`config.mk`:
```
export PLATFORM = sky130hd
export DESIGN_NAME = control_unit
export DESIGN_NICKNAME = d
export VERILOG_FILES = /design/src/rtl/control_unit.sv
export SDC_FILE = /design/constraint.sdc
export NUM_CORES = 1
export LEC_CHECK = 0
export ABC_AREA = 0
export BUFFER_PORTS_ARGS = -buffer_cell sky130_fd_sc_hd__buf_2
export CAP_MARGIN = 10
export CORE_AREA = 4 4 41 43
export CTS_CLUSTER_SIZE = 16
export DETAILED_ROUTE_END_ITERATION = 10
export DIE_AREA = 0 0 45 47
export PLACE_DENSITY = 0.55
export SETUP_SLACK_MARGIN = 0.05
export SLEW_MARGIN = 0
export SYNTH_ARGS = -nofsm -noshare
export SYNTH_HDL_FRONTEND = slang
export SYNTH_SLANG_ARGS = --single-unit
export TNS_END_PERCENT = 1
```
`constraint.sdc`:
```
create_clock -name clk -period 1.7 [get_ports clk]
set_input_delay 0.255 -clock clk [delete_from_list [all_inputs] [get_ports clk]]
set_output_delay 0.255 -clock clk [all_outputs]
set_load 0.02 [all_outputs]
```
`src/rtl/control_unit.sv`:
```
// control_unit: main decoder plus ALU decoder for the Phase1 datapath.
// Decodes Opcode (and Func for R-type) into ALU/register-file controls.
// All outputs are registered: one cycle from instruction fields to controls.
// Optional feature macro: CONTROLUNIT_EXT_OPS_EN enables sub, nor, slt and slti.
module control_unit (
    input  logic       clk,
    input  logic       rst,
    input  logic [5:0] Opcode,
    input  logic [5:0] Func,
    output logic       ALUSrc,
    output logic       RegDst,
    output logic       RegWrite,
    output logic [3:0] ALUControl
);

    // ALU operation encodings
    localparam logic [3:0] AluAnd = 4'b0000;
    localparam logic [3:0] AluOr  = 4'b0001;
    localparam logic [3:0] AluAdd = 4'b0010;
    localparam logic [3:0] AluXor = 4'b0011;
`ifdef CONTROLUNIT_EXT_OPS_EN
    localparam logic [3:0] AluSub = 4'b0110;
    localparam logic [3:0] AluSlt = 4'b0111;
    localparam logic [3:0] AluNor = 4'b1100;
`endif

    // Opcodes
    localparam logic [5:0] OpRType = 6'b000000;
    localparam logic [5:0] OpAddi  = 6'b001000;
    localparam logic [5:0] OpAndi  = 6'b001100;
    localparam logic [5:0] OpOri   = 6'b001101;
    localparam logic [5:0] OpXori  = 6'b001110;
`ifdef CONTROLUNIT_EXT_OPS_EN
    localparam logic [5:0] OpSlti  = 6'b001010;
`endif

    // R-type function codes
    localparam logic [5:0] FnAdd = 6'b100000;
    localparam logic [5:0] FnAnd = 6'b100100;
    localparam logic [5:0] FnOr  = 6'b100101;
    localparam logic [5:0] FnXor = 6'b100110;
`ifdef CONTROLUNIT_EXT_OPS_EN
    localparam logic [5:0] FnSub = 6'b100010;
    localparam logic [5:0] FnNor = 6'b100111;
    localparam logic [5:0] FnSlt = 6'b101010;
`endif

    logic       alu_src_d,   alu_src_q;
    logic       reg_dst_d,   reg_dst_q;
    logic       reg_write_d, reg_write_q;
    logic [3:0] alu_ctrl_d,  alu_ctrl_q;

    // Combinational decode; anything unrecognised falls back to a harmless no-write
    always_comb begin
        alu_src_d   = 1'b0;
        reg_dst_d   = 1'b0;
        reg_write_d = 1'b0;
        alu_ctrl_d  = AluAnd;
        unique case (Opcode)
            OpRType: begin
                // Only commit the R-type controls when Func is a known operation
                unique case (Func)
                    FnAdd: begin reg_dst_d = 1'b1; reg_write_d = 1'b1; alu_ctrl_d = AluAdd; end
                    FnAnd: begin reg_dst_d = 1'b1; reg_write_d = 1'b1; alu_ctrl_d = AluAnd; end
                    FnOr:  begin reg_dst_d = 1'b1; reg_write_d = 1'b1; alu_ctrl_d = AluOr;  end
                    FnXor: begin reg_dst_d = 1'b1; reg_write_d = 1'b1; alu_ctrl_d = AluXor; end
`ifdef CONTROLUNIT_EXT_OPS_EN
                    FnSub: begin reg_dst_d = 1'b1; reg_write_d = 1'b1; alu_ctrl_d = AluSub; end
                    FnNor: begin reg_dst_d = 1'b1; reg_write_d = 1'b1; alu_ctrl_d = AluNor; end
                    FnSlt: begin reg_dst_d = 1'b1; reg_write_d = 1'b1; alu_ctrl_d = AluSlt; end
`endif
                    default: ;
                endcase
            end
            OpAddi: begin alu_src_d = 1'b1; reg_write_d = 1'b1; alu_ctrl_d = AluAdd; end
            OpAndi: begin alu_src_d = 1'b1; reg_write_d = 1'b1; alu_ctrl_d = AluAnd; end
            OpOri:  begin alu_src_d = 1'b1; reg_write_d = 1'b1; alu_ctrl_d = AluOr;  end
            OpXori: begin alu_src_d = 1'b1; reg_write_d = 1'b1; alu_ctrl_d = AluXor; end
`ifdef CONTROLUNIT_EXT_OPS_EN
            OpSlti: begin alu_src_d = 1'b1; reg_write_d = 1'b1; alu_ctrl_d = AluSlt; end
`endif
            default: ;
        endcase
    end

    // Output register; reset overrides the decode
    always_ff @(posedge clk) begin
        if (rst) begin
            alu_src_q   <= 1'b0;
            reg_dst_q   <= 1'b0;
            reg_write_q <= 1'b0;
            alu_ctrl_q  <= 4'b0000;
        end else begin
            alu_src_q   <= alu_src_d;
            reg_dst_q   <= reg_dst_d;
            reg_write_q <= reg_write_d;
            alu_ctrl_q  <= alu_ctrl_d;
        end
    end

    assign ALUSrc     = alu_src_q;
    assign RegDst     = reg_dst_q;
    assign RegWrite   = reg_write_q;
    assign ALUControl = alu_ctrl_q;

endmodule

```
# Yosys cells after proc, flatten, opt, wreduce, memory -nomap -nowiden
# Index checks and enable logic that the tools add are counted.
# word_totals
register_bits	7
output_inout_bits	7
in_bits	14
elab_cells	22
# op_classes
eq_ne	8
reduce_logical	4
muxes	5
n_bitwise	1
# op_table
operator	count
$eq 6x4->1 const B	4
$eq 6x6->1 const B	4
$pmux 2 s4	1
$reduce_or 4->1	2
$logic_not 6->1	1
$pmux 2 s3	1
$mux 1	2
$pmux 1 s2	1
$reduce_or 2->1	1
$not 1->1	1

# Longest topological paths before layout
# Gate-level depths: netlist (run 1).
# depth
depth_word	4
depth_mapped	4

# Least setup slack after synthesis (run 1)
# No wires, ideal clock.
# synth_timing
path_kind	input-to-reg
start	in Opcode[1]
end	reg reg_write_q (netlist: RegWrite)
path_buffers	0
t_arrival_ns	1.359
path_stages	4
required_time_ns	1.633
setup_time_ns	0.067
path_slack_ns	0.274
cell_sequence	or4_1 > nor4b_2 > o211ai_1 > a21oi_2
# synth_between
elab_chain_cells	3
# synth_lines
element	line_no	source
start: declaration	8	input logic [5:0] Opcode,
$eq 6x4->1	59	unique case (Opcode)
$reduce_or 4->1 (no source line)	--	
$pmux 1 s2 *	59	
end signal: assignment	96	reg_write_q <= reg_write_d;
end: declaration	50	logic reg_write_d, reg_write_q;
# Every way passes the cells marked *; elsewhere a longest branch is shown, timed or not.
# A chain may end at the register's enable or synchronous reset.

# Worst setup path in the final report (run 1)
# layout_timing
start	in Opcode[0]
end	reg reg_write_q (netlist: RegWrite)
# Same word-level chain as after synthesis.

==> results of run 1 <==
flip-flops by register name (all words and copies together) (netlist names):
| name | count |
|---|---|
| RegDst | 1 |
| ALUSrc | 1 |
| ALUControl | 2 |
| RegWrite | 1 |
logic make-up (layout without fill, tap and decap cells):
family          after synthesis  after routing  share of synthesized area
xor+xnor                      4              4                      0.131
buf+inv                       3             24                     0.0704
compound gates                6              6                      0.136
other cells                   1              2                     0.0141
flops                         5              5                      0.376
simple gates                 13             13                      0.272
stage by stage:
stage / hold WS, ns / utilization / power [mW] / setup WS (ns)
after floorplan: 0.403 / - / 0.148 / 0.274
after global placement: 0.557 / 0.286 / 0.171 / 0.125
after detailed placement: 0.555 / 0.286 / 0.171 / 0.0824
after CTS: 0.302 / 0.306 / 0.309 / 0.330
after global routing: 0.308 / 0.306 / 0.319 / 0.249
final: 0.310 / 0.306 / 0.302 / 0.333
critical path: stages:
cell	delay (ns)
buf_2	0.13
or4_1	0.51
nor4b_2	0.33
o211ai_1	0.18
a21oi_2	0.13
per-layer routing:
| metal | vias up | global-route usage | wire length, um |
|---|---|---|---|
| met5 | - | 0 | 0 |
| met4 | 0 | 0.0702 | 0 |
| met3 | 0 | 0.0115 | 74 |
| met2 | 14 | 0.0960 | 291 |
| met1 | 120 | 0.0594 | 230 |
| li1 | 148 | - | - |
final cells by class:
class,count,share of cell area
Clock buffer,4,0.0660
Inverter,1,0.00943
Multi-Input combinational cell,25,0.381
Sequential cell,5,0.252
Tap cell,15,0.0472
Timing Repair Buffer,19,0.245
power breakdown:
group | internal (mW) | leakage, nW | switching [mW] | total [mW]
clock network | 0.0884 | 0.0150 | 0.0443 | 0.133
registers | 0.119 | 0.0404 | 0.000272 | 0.120
logic | 0.0224 | 0.135 | 0.0272 | 0.0496
how the worst min path moves through the flow:
| stage | slack [ns] | from | end | depth (start not counted) |
|---|---|---|---|---|
| CTS | 0.30 | Func[2] | ALUControl[0]$_SDFF_PP0_ | 3 |
| floorplan | 0.40 | Func[2] | ALUControl[0]$_SDFF_PP0_ | 2 |
| detailed placement | 0.56 | Opcode[3] | ALUControl[0]$_SDFF_PP0_ | 3 |
| global placement | 0.56 | Opcode[3] | ALUControl[0]$_SDFF_PP0_ | 3 |
| finish | 0.31 | Func[2] | ALUControl[0]$_SDFF_PP0_ | 3 |
| global route | 0.31 | Func[2] | ALUControl[0]$_SDFF_PP0_ | 3 |
synth_stat cells:
cell,number
a21oi_1,3
a21oi_2,1
buf_4,2
conb_1,1
dfxtp_1,5
inv_1,1
nand2_1,1
nand3_1,2
nor2_1,6
nor3b_1,1
nor4b_2,1
o211ai_1,1
o21ai_1,1
or3_1,1
or4_1,1
xor2_1,4
==> summary.json, run 1 <==
{
  "worst_setup_path": {
    "type_of_the_worst_setup_path": "in2reg",
    "critPathLaunch": "Opcode[0]",
    "required_ns": 1.87,
    "setup.worst_path.start_class": "input pin",
    "cp-end-kind": "flip-flop",
    "critPathMaxFanout": 5,
    "cp-endpoint": "RegWrite$_SDFF_PP0_",
    "worst-endpoint-arrival_ns": 1.54
  },
  "final_layout": {
    "num-fill-cells": 158,
    "mostFrequentLayoutCells": "18 x buf_2, 6 x nor2_1, 5 x dfxtp_1",
    "share_of_post_route_cells_with_drive_strength_above_1": 0.444,
    "final_common_cell": "buf_2",
    "seqCellArea_um2": 100,
    "final_cell_area_um2": 398,
    "insertedDiodeCount": 0,
    "layout-area-overhead-vs-synth_pct": 49.3,
    "footprint_of_the_multi_input_gates_um2": 151,
    "layout.cells.non_filler": 69,
    "nets": 69
  },
  "run": {
    "maxCapViolCount": 0
  },
  "floorplanning": {
    "die_area_um2": 2120,
    "die-height_um": 47,
    "initial_utilization": 0.205,
    "dieWidth_um": 45,
    "placeable_core_region_um2": 1300,
    "ioPinCount": 21,
    "floorplan.rows": 13
  },
  "sta": {
    "setup-tns-final_ns": 0,
    "achievable-frequency_ghz": 0.731,
    "post-route-period-util": 0.804,
    "grt_setup_unrepaired": "false",
    "setup_viol_count_final": 0,
    "timing_max_transition_violations_final": 0,
    "final-hold-violation-count": 0,
    "period_needed_ns": 1.37
  },
  "power_and_ir_drop": {
    "cellLeakagePower_nw": 0.191,
    "max-vdd-ir-drop_uv": 168,
    "power_density_nw_per_um2": 759
  },
  "clocking": {
    "tritoncts": "yes",
    "cts-buffers-inserted": 3,
    "cts-root-to-sink-buffers": 2,
    "cts_resized": 0,
    "clock_pin_slew_of_the_registers_on_the_worst_case_setup_and_hold_paths_ns": 0.04,
    "cts_root_buffer": "clkbuf_4",
    "clock_tree.htree_level_count": 1,
    "tritoncts_num_sinks": 5,
    "post_cts_hold_buffer_count": 0,
    "cts.repair_timing.setup_buffer_count": 0
  },
  "synthesis": {
    "share_of_the_yosys_chip_area_belonging_to_registers": 0.376,
    "number_of_library_cell_types_mapped_by_synthesis": 16,
    "syn_area_per_cell_um2": 8.33,
    "post_synth_main_area_contributors": "dfxtp_1 38%, xor2_1 13%, nor2_1 8.5%, a21oi_1 5.6%, buf_4 5.6%",
    "postSynthCellCount": 32,
    "syn_area_um2": 267,
    "synth.largest_area_cell": "dfxtp_1",
    "synth.ff_latch_count": 5,
    "ys.warnings.count": 0,
    "yosys.area.top_type_share": 0.376
  },
  "global_route": {
    "global_route_wire_length_before_repair_um": 903,
    "first_global_vias": 267,
    "grt_usage": 0.0593,
    "grt_overflow_total": 0,
    "grt_antenna_before_repair": 0,
    "grt_max_degree": 6
  },
  "min_path": {
    "min_path_type": "in2reg"
  },
  "detailed_routing": {
    "drc": 0,
    "detailedRoute.firstPassIterationCount": 2,
    "wl_per_cell_um": 8.64,
    "postRouteWirelength_um": 596,
    "vias": 282,
    "drt_iter0_markers": 3,
    "vias_per_cell": 4.09,
    "ant_nets": 0
  },
  "placed_design": {
    "rd_place_congestion": 0.731,
    "numPortBuffers": 18,
    "dp_hpwl_um": 519,
    "placed_cells_incl_taps": 65,
    "dpl-instance-area_um2": 372
  },
  "status": {
    "status": "complete, no violations"
  }
}
(Power assumes the default switching activity.)
==> inputs of run 2 (changes only) <==
--- a/config.mk
+++ b/config.mk
@@ -12,7 +12,7 @@
 export CTS_CLUSTER_SIZE = 16
 export DETAILED_ROUTE_END_ITERATION = 10
 export DIE_AREA = 0 0 45 47
-export PLACE_DENSITY = 0.55
+export PLACE_DENSITY = 0.57
 export SETUP_SLACK_MARGIN = 0.05
 export SLEW_MARGIN = 0
 export SYNTH_ARGS = -nofsm -noshare
==> constraint.sdc (replaced) <==
create_clock -name clk -period 1.1 [get_ports clk]
set_input_delay 0.165 -clock clk [delete_from_list [all_inputs] [get_ports clk]]
set_output_delay 0.165 -clock clk [all_outputs]
set_load 0.02 [all_outputs]
==> run 2 against run 1 <==
  * The run now ends with negative setup slack left
  * Clock power up 57%
  * Final area rose by 12%
  * Combinational power rose by 89%
  * Wire length increased by 8.2%
  * Sequential cell count stayed put
  * Die area unchanged
  * Final cell count increased by 4.3%
  * Power increased by 62%
  * Critical path depth did not move
  * Hold slack got worse by 0.10 ns
  * Critical path type unchanged
  * Critical endpoint unchanged
  * Largest cell class unchanged
  * Highest routed layer is now met4
==> summary.json, run 2 (synthesis gave the netlist of run 1 again) <==
{
  "detailed_routing": {
    "vias": 305,
    "postRouteWirelength_um": 645,
    "drt_iter0_markers": 1,
    "vias_per_cell": 4.24,
    "wl_per_cell_um": 8.96,
    "detailedRoute.firstPassIterationCount": 4,
    "ant_nets": 0,
    "drc": 0
  },
  "power_and_ir_drop": {
    "cellLeakagePower_nw": 0.220,
    "power.switching_fraction": 0.255,
    "p_switching_mw": 0.124,
    "max-vdd-ir-drop_uv": 257,
    "internal_power_mw": 0.363,
    "sequentialPowerShare": 0.378,
    "share_comb_of_total_power": 0.193,
    "power_density_nw_per_um2": 1090,
    "share_clk_of_total_power": 0.429
  },
  "clocking": {
    "tritoncts": "yes",
    "post_cts_hold_buffer_count": 0,
    "cts-root-to-sink-buffers": 2,
    "clock_tree.htree_level_count": 1,
    "tritoncts_num_sinks": 5,
    "cts_root_buffer": "clkbuf_4",
    "cts-buffers-inserted": 3,
    "clock_pin_slew_of_the_registers_on_the_worst_case_setup_and_hold_paths_ns": 0.05
  },
  "sta": {
    "period_needed_ns": 1.18,
    "post-route-period-util": 1.08,
    "final-hold-violation-count": 0,
    "timing_max_transition_violations_final": 0,
    "achievable-frequency_ghz": 0.845,
    "grt_setup_unrepaired": "true",
    "fin_ws_ns": -0.0839,
    "setup_viol_count_final": 3,
    "setup-tns-final_ns": -0.147,
    "whs_ns": 0.209
  },
  "placed_design": {
    "dpl-instance-area_um2": 394,
    "numPortBuffers": 18,
    "dp_hpwl_um": 542,
    "rd_place_congestion": 0.733
  },
  "floorplanning": {
    "initial_utilization": 0.205,
    "die-height_um": 47,
    "die_area_um2": 2120,
    "ioPinCount": 21,
    "floorplan.rows": 13,
    "placeable_core_region_um2": 1300,
    "dieWidth_um": 45
  },
  "final_layout": {
    "largest_register_ff_count": 2,
    "share_of_post_route_cells_with_drive_strength_above_1": 0.509,
    "nets": 72,
    "final_cell_area_um2": 447,
    "final_common_cell": "buf_2",
    "insertedDiodeCount": 0,
    "mostFrequentLayoutCells": "16 x buf_2, 6 x nor2_1, 5 x dfxtp_1",
    "layout-area-overhead-vs-synth_pct": 67.6,
    "num-fill-cells": 146,
    "share_of_the_core_filled_with_cells_in_the_final_layout": 0.343
  },
  "status": {
    "status": "finished with violations",
    "failed_checks": "negative setup slack"
  },
  "global_route": {
    "grt_antenna_before_repair": 0,
    "grt_usage": 0.0696,
    "first_global_vias": 284,
    "grt_overflow_total": 0,
    "global_route_wire_length_before_repair_um": 1000,
    "grt_max_degree": 6
  },
  "worst_setup_path": {
    "cp-endpoint": "RegWrite$_SDFF_PP0_",
    "setup.worst_path.start_class": "input pin",
    "worst-endpoint-arrival_ns": 1.36,
    "critPathLaunch": "Opcode[1]",
    "type_of_the_worst_setup_path": "in2reg",
    "critPathMaxFanout": 3,
    "required_ns": 1.28,
    "cp-end-kind": "flip-flop"
  },
  "min_path": {
    "hold_depth": 3,
    "min_path_type": "in2reg"
  },
  "run": {
    "maxCapViolCount": 0
  }
}
## run 2: worst min-delay path by stage
stage               slack (ns)                       end    start
detailed placement        0.46  ALUControl[0]$_SDFF_PP0_  Func[2]
CTS                       0.21  ALUControl[0]$_SDFF_PP0_  Func[2]
floorplan                 0.31  ALUControl[0]$_SDFF_PP0_  Func[2]
global placement          0.47  ALUControl[0]$_SDFF_PP0_  Func[2]
global route              0.22  ALUControl[0]$_SDFF_PP0_  Func[2]
finish                    0.21  ALUControl[0]$_SDFF_PP0_  Func[2]
## run 2: what timing repair did
action                                  in CTS  in global routing
gates resized for setup                      3                  1
pin swaps                                    3                  1
buffers inserted                             0                  0
endpoints found under the setup margin       4                  4
## run 2: through the flow
| stage | setup WS (ns) | total power [mW] | cells |
|---|---|---|---|
| after floorplan | -0.236 | 0.228 | 33 |
| after global placement | -0.382 | 0.271 | 68 |
| after detailed placement | -0.432 | 0.273 | 68 |
| after CTS | -0.0802 | 0.497 | 72 |
| after global routing | -0.176 | 0.526 | 72 |
| final | -0.0839 | 0.488 | 72 |
## run 2: routing by layer
| metal | part of all wire | track usage | vias to the layer above | wire, um |
|---|---|---|---|---|
| met3 | 0.13 | 0.0192 | 2 | 83 |
| met1 | 0.33 | 0.0592 | 131 | 215 |
| met5 | 0 | 0 | - | 0 |
| li1 | - | - | 154 | - |
| met4 | 0.023 | 0.0877 | 0 | 15 |
| met2 | 0.51 | 0.119 | 18 | 330 |
## run 2: layout make-up
| class | instances | area [um2] | share of cell area |
|---|---|---|---|
| inverters | 1 | 3.75 | 0.00840 |
| multi-input cells | 25 | 164 | 0.367 |
| clock buffers | 3 | 22.5 | 0.0504 |
| flip-flops and latches | 5 | 100 | 0.224 |
| repair buffers | 22 | 133 | 0.297 |
| well taps | 15 | 18.8 | 0.0420 |
| clock inverters | 1 | 5.00 | 0.0112 |
## run 2: worst max-delay path, cell delays in order
cell and delay (ns):
buf_6 0.09, or4_4 0.53, nor4b_4 0.27, o211ai_1 0.17
a21oi_2 0.13
## run 2: power groups by stage
stage	Sequential (mW)	Combinational, mW	Clock (mW)
final	0.184	0.0939	0.209
after global routing	0.184	0.104	0.238
after CTS	0.184	0.0915	0.221
after detailed placement	0.188	0.0846	0
after global placement	0.188	0.0832	0
after floorplan	0.191	0.0374	0
